[src/rtl/imem_loader_pkg.sv]
// Shared types and constants for the instruction-memory loader.
// The frame is: 16-bit word count (MSB first), 4*count payload bytes, XOR checksum.
package imem_loader_pkg;

    typedef enum logic [2:0] {
        IDLE,
        HDR_HI,
        HDR_LO,
        DATA,
        CHK,
        DONE,
        ERR
    } state_t;

    localparam int CNT_W     = 16;
    localparam int HDR_BYTES = 2;
    // A byte total of 4*count needs two more bits than the word count.
    localparam int TOTAL_W   = CNT_W + 2;

endpackage

[src/rtl/imem_loader.sv]
// Loads instruction memory from a framed byte stream and holds the CPU in reset
// until a load finishes with a matching checksum.
//
// state  | meaning
// IDLE   | out of reset, nothing loaded, CPU held
// HDR_HI | waiting for word-count high byte
// HDR_LO | waiting for word-count low byte, size check
// DATA   | payload bytes written to consecutive addresses
// CHK    | waiting for checksum byte (never written)
// DONE   | load good, CPU released
// ERR    | overflow or checksum failure, CPU held
module imem_loader
    import imem_loader_pkg::*;
#(
    parameter int MEM_BYTES = 512,
    parameter int ADDR_W    = 9
) (
    input  logic              clk,
    input  logic              rst,
    input  logic              start,
    input  logic              byte_valid,
    input  logic [7:0]        byte_data,
    output logic              byte_ready,
    output logic              wr_en,
    output logic [ADDR_W-1:0] wr_addr,
    output logic [7:0]        wr_data,
    output logic              cpu_hold,
    output logic              load_done,
    output logic              load_err
);

    localparam logic [TOTAL_W-1:0] MEM_TOTAL = TOTAL_W'(MEM_BYTES);

    state_t             state, state_next;
    logic [7:0]         cnt_hi;
    logic [TOTAL_W-1:0] byte_total;
    logic [TOTAL_W-1:0] total_in;
    // One spare bit so the address cannot wrap after the final byte of a full memory.
    logic [ADDR_W:0]    addr;
    logic [7:0]         xsum;
    logic               xfer;
    logic               last_byte;

    assign xfer      = byte_valid && byte_ready;
    assign total_in  = {cnt_hi, byte_data, 2'b00};
    assign last_byte = (TOTAL_W'(addr) == (byte_total - TOTAL_W'(1)));

    always_ff @(posedge clk or negedge rst) begin
        if (!rst) begin
            state <= IDLE;
        end else begin
            state <= state_next;
        end
    end

    always_comb begin
        state_next = state;
        byte_ready = 1'b0;
        case (state)
            IDLE, DONE, ERR: begin
                if (start) state_next = HDR_HI;
            end
            HDR_HI: begin
                byte_ready = 1'b1;
                if (xfer) state_next = HDR_LO;
            end
            HDR_LO: begin
                byte_ready = 1'b1;
                if (xfer) begin
                    if (total_in > MEM_TOTAL)  state_next = ERR;
                    else if (total_in == '0)   state_next = CHK;
                    else                       state_next = DATA;
                end
            end
            DATA: begin
                byte_ready = 1'b1;
                if (xfer && last_byte) state_next = CHK;
            end
            CHK: begin
                byte_ready = 1'b1;
                if (xfer) state_next = (byte_data == xsum) ? DONE : ERR;
            end
            default: state_next = IDLE;
        endcase
    end

    always_ff @(posedge clk or negedge rst) begin
        if (!rst) begin
            cnt_hi     <= '0;
            byte_total <= '0;
            addr       <= '0;
            xsum       <= '0;
            wr_en      <= 1'b0;
            wr_addr    <= '0;
            wr_data    <= '0;
        end else begin
            wr_en <= 1'b0;
            if (state_next == HDR_HI && state != HDR_HI) begin
                addr <= '0;
                xsum <= '0;
            end
            if (state == HDR_HI && xfer) cnt_hi <= byte_data;
            if (state == HDR_LO && xfer) begin
                byte_total <= total_in;
                addr       <= '0;
                xsum       <= '0;
            end
            if (state == DATA && xfer) begin
                wr_en   <= 1'b1;
                wr_addr <= addr[ADDR_W-1:0];
                wr_data <= byte_data;
                xsum    <= xsum ^ byte_data;
                addr    <= addr + 1'b1;
            end
        end
    end

    // Status follows the next state so it lines up with the DONE/ERR entry edge.
    always_ff @(posedge clk or negedge rst) begin
        if (!rst) begin
            load_done <= 1'b0;
            load_err  <= 1'b0;
            cpu_hold  <= 1'b1;
        end else begin
            load_done <= (state_next == DONE);
            load_err  <= (state_next == ERR);
            cpu_hold  <= (state_next != DONE);
        end
    end

endmodule

[config.mk]
export PLATFORM = sky130hd
export DESIGN_NAME = imem_loader
export DESIGN_NICKNAME = d
export VERILOG_FILES = /design/src/rtl/imem_loader_pkg.sv /design/src/rtl/imem_loader.sv
export SDC_FILE = /design/constraint.sdc
export NUM_CORES = 1
export LEC_CHECK = 0
export ABC_CLOCK_PERIOD_IN_PS = 2480
export BUFFER_PORTS_ARGS = -buffer_cell sky130_fd_sc_hd__buf_2
export CAP_MARGIN = 0
export CORE_MARGIN = 5
export CORE_UTILIZATION = 58
export CTS_CLUSTER_SIZE = 25
export DETAILED_ROUTE_END_ITERATION = 10
export PLACE_DENSITY = 0.79
export SLEW_MARGIN = 15
export SYNTH_ARGS = -nofsm -noshare
export SYNTH_HDL_FRONTEND = slang
export SYNTH_SLANG_ARGS = --single-unit
[constraint.sdc]
create_clock -name clk -period 2.48 [get_ports clk]
set_input_delay 0 -clock clk [delete_from_list [all_inputs] [get_ports clk]]
set_output_delay 0 -clock clk [all_outputs]
set_load 0.01 [all_outputs]
==> results by group <==
Synth
  – Top cells by area, synth: dfrtp_1 (49%), nand2_1 (7.6%), mux2_2 (7.5%), o21ai_0 (5.8%), xor2_1 (3.2%)
  – Syn Area/Cell: roughly 9.6 sq um
  – Ys async rst share: 100%
  – Synth warn: 0
  – Top cell type's share of synthesized area: about half
  – Post-synth top flop: dfrtp_1
  – Area share of and/or/nand/nor cells after synthesis: a little over a fifth
  – Post-synthesis xor/xnor area fraction: ~4.3%
  – EDFF count, synth: 0
  – Area of the mapped netlist: between 3000 and 4000 sq um
  – Post-synthesis compound-gate area fraction: approximately an eighth
  – Synth Net Count: 357
  – Post-synthesis adder-cell area fraction: less than 1%
  – Mux share of post-synthesis cell area: 8.14%
  – Sequential area share after synthesis: between 50% and 60%
  – Flip-flop and latch count after synthesis: 66
  – Synthesized instance count: between 300 and 400
  – Largest family of logic cells by synthesized area: simple AND/OR/NAND/NOR gates
  – Synth cell types: 46
  – Largest area contributor in the netlist: dfrtp_1

STA
  – Rel. slew slack: 60.2%
  – Worst slew pin tran: around 590 ps
  – Time the worst path needs with I/O delays and setup: about 2100 ps
  – Fin. max-slew vios: 0
  – Final setup viols: 0
  – Final period util: roughly 87%
  – Final worst slack: between 300 and 400 ps
  – FMAX: approximately 470 MHz
  – Clock Skew: 10.8 ps
  – Hold Vio Cnt, Final: 0
  – TNS Setup: 0 ps
  – RSZ-0062 raised after global routing: no

Min path
  – Type of the worst min-delay path: in2reg
  – Hold Crit Start: byte_data[7]

Worst setup path
  – CP delay by family, top: simple AND/OR/NAND/NOR gates
  – CP Buf/Inv Count: 1
  – Critical path data arrival time: between 2000 and 2500 ps
  – CP Class: reg2reg
  – CP max-delay cell: dfrtp_1
  – Critical Path Source Type: flip-flop
  – Largest stage delay, worst path: between 400 and 500 ps
  – CP Max Fanout: 8
  – Crit end category: flip-flop
  – RR Startpoint: byte_total[4]
  – CP startpoint: byte_total[4]
  – Crit path cell chain: or3_1, nor4b_1, o31a_1, a211oi_2, a21oi_1, inv_1, and2_1
  – Critical Path RT: 2710 ps

Route
  – WL final: about 7300 microns
  – Routed Antenna Nets: 0
  – Drc violations: 0
  – Routed vias/inst: around 5.6
  – Vias: between 2000 and 3000
  – Wire per inst: around 16 microns
  – 1st-pass router iterations: 4
  – DR iter-0 viols: just under 200

Pwr
  – Cell Pwr Density: ~1100 nW/um^2
  – Leakage: 1.83 nW
  – Worst VDD drop: roughly 0.66 mV

Cells and area
  – Area delta synth->final: 17.5%
  – Fraction of layout cells with a size suffix above 1: a little under a quarter
  – Final #Nets: about 410
  – ANT cells: 0

Floorplanning
  – Floorplan die width: around 85 microns
  – Core ar.: 5510 sq um
  – Num ports: 34
  – Row cnt: 27
  – Die Y-Extent: 85.3 microns
  – Initial Util: between 50% and 60%
  – Die area: just over 7000 sq um

Placement
  – PortBufs: 33
  – Detailed placement HPWL: 5180 microns
  – Setup WS pre-CTS: roughly 93 ps
  – Placer congestion estimate: 0.881

CTS
  – Clk_lat worst skew: about 340 ps
  – CTS root buf: clkbuf_8
  – Num CTS Buffers: 9
  – CTS tree: done
  – # H-tree levels: 3
  – Clock slew at reported path FFs: about 70 ps
  – Clk sinks: 66
  – Clock Path Buffers: 2

Global route
  – Antenna violations before repair: 0
  – Total grt overflow: 0
  – Global-route wire length before repair: between 10000 and 15000 microns
  – Largest net degree at the start of global routing: 41
  – GRT Total Usage: about 22%
  – Vias in the first global route: roughly 2600

Outcome
  – Status: complete, no violations

Run
  – Max_cap viols: 0
[kinds of logic after synthesis]
| kind of cell | after synthesis |
|---|---|
| AOI/OAI and AO/OA | 69 |
| xor gates and xnor gates | 16 |
| adders and majority gates | 2 |
| buffers and inverters | 21 |
| DFF | 66 |
| muxes | 24 |
| and+or+nand+nor | 145 |
[synth_stat cells (3+ instances only)]
master	number
o21ai_0	38
nand2b_1	5
o31ai_1	3
nand2_1	67
clkbuf_1	14
a21oi_1	11
nand3_1	4
nor2_1	21
nor3_1	7
inv_1	6
mux2_2	22
xor2_1	12
nand4_1	7
nor4_1	10
nor2b_1	5
dfrtp_1	65
xnor2_1	4
and2_1	3
and3_1	5
[where the power goes]
group / switching, mW / internal, mW / total (mW)
clock network: 0.403 / 0.513 / 0.916
logic: 0.813 / 0.737 / 1.55
registers: 0.418 / 1.47 / 1.89
total: 1.63 / 2.72 / 4.36
[worst reg2reg max path, stage by stage (launching register included)]
cell      delay, ps
dfrtp_1         480
or3_1           450
nor4b_1         310
o31a_1          260
a211oi_2         60
a21oi_1         220
inv_1           100
and2_1          150
[per-stage QoR]
step | hold slack (ps) | total power, mW | cell area, sq um | utilization [%] | cells
floorplan | -296 | 2.90 | 3290 | - | 343
global placement | -144 | 3.35 | 3560 | 64.6 | 443
detailed placement | -139 | 3.39 | 3560 | 64.6 | 443
CTS | 3.23 | 4.33 | 3840 | 69.8 | 466
global route | 17.3 | 4.67 | 3860 | 70.2 | 467
finish | 12.5 | 4.36 | 3860 | 70.2 | 467
[path summary, 6_finish.rpt]
path / end / depth (start not counted) / slack (ps)
worst max-delay path: load_done / 7 / 330
worst min-delay path: wr_data[7] / 3 / 10
worst max register to register: load_done / 7 / 330
worst min register to register: wr_addr[0] / 2 / 470
max in group asynchronous: byte_total[2] / 3 / 1660
min in group asynchronous: wr_addr[2] / 2 / 60
[flip-flops by register name, indices dropped and copies added (netlist names)]
signal	cells
addr	10
byte_total	16
cnt_hi	8
cpu_hold	1
load_done	1
load_err	1
state	3
wr_addr	9
wr_data	8
wr_en	1
xsum	8
[placed cells by master (no fill, tap or decap), types with 7 or more instances in the layout]
cell type	netlist	routed
o21ai_0	38	38
xor2_1	12	12
a21oi_1	11	11
nor2_1	21	21
buf_4	0	10
nand4_1	7	7
nor3_1	7	7
dfrtp_1	65	64
mux2_2	22	22
nand2_1	67	67
nor4_1	10	10
dlygate4sd3_1	0	8
clkbuf_8	0	11
buf_2	0	33
[layer usage]
metal	GRT usage (%)	share of wire [%]
met1	30.1	47
met2	34.3	47
met3	3.40	3.6
met4	9.35	2.4
met5	0	0
[cell type report]
class,instances,area (sq um)
flip-flops and latches,66,1650
inverters,7,26.3
clock inverters,4,51.3
repair buffers,51,320
clock buffers,11,151
multi-input cells,256,1570
well taps,72,90.1
fillers,438,1640
[repair_timing]
item                                   in CTS  in global routing
setup endpoints to repair                   0                  5
endpoints found under the hold margin      78                  0
setup buffers                               0                  1
gates resized for setup                     0                  4
hold buffers                                8                  0
Power figures use the tool's default switching activity.
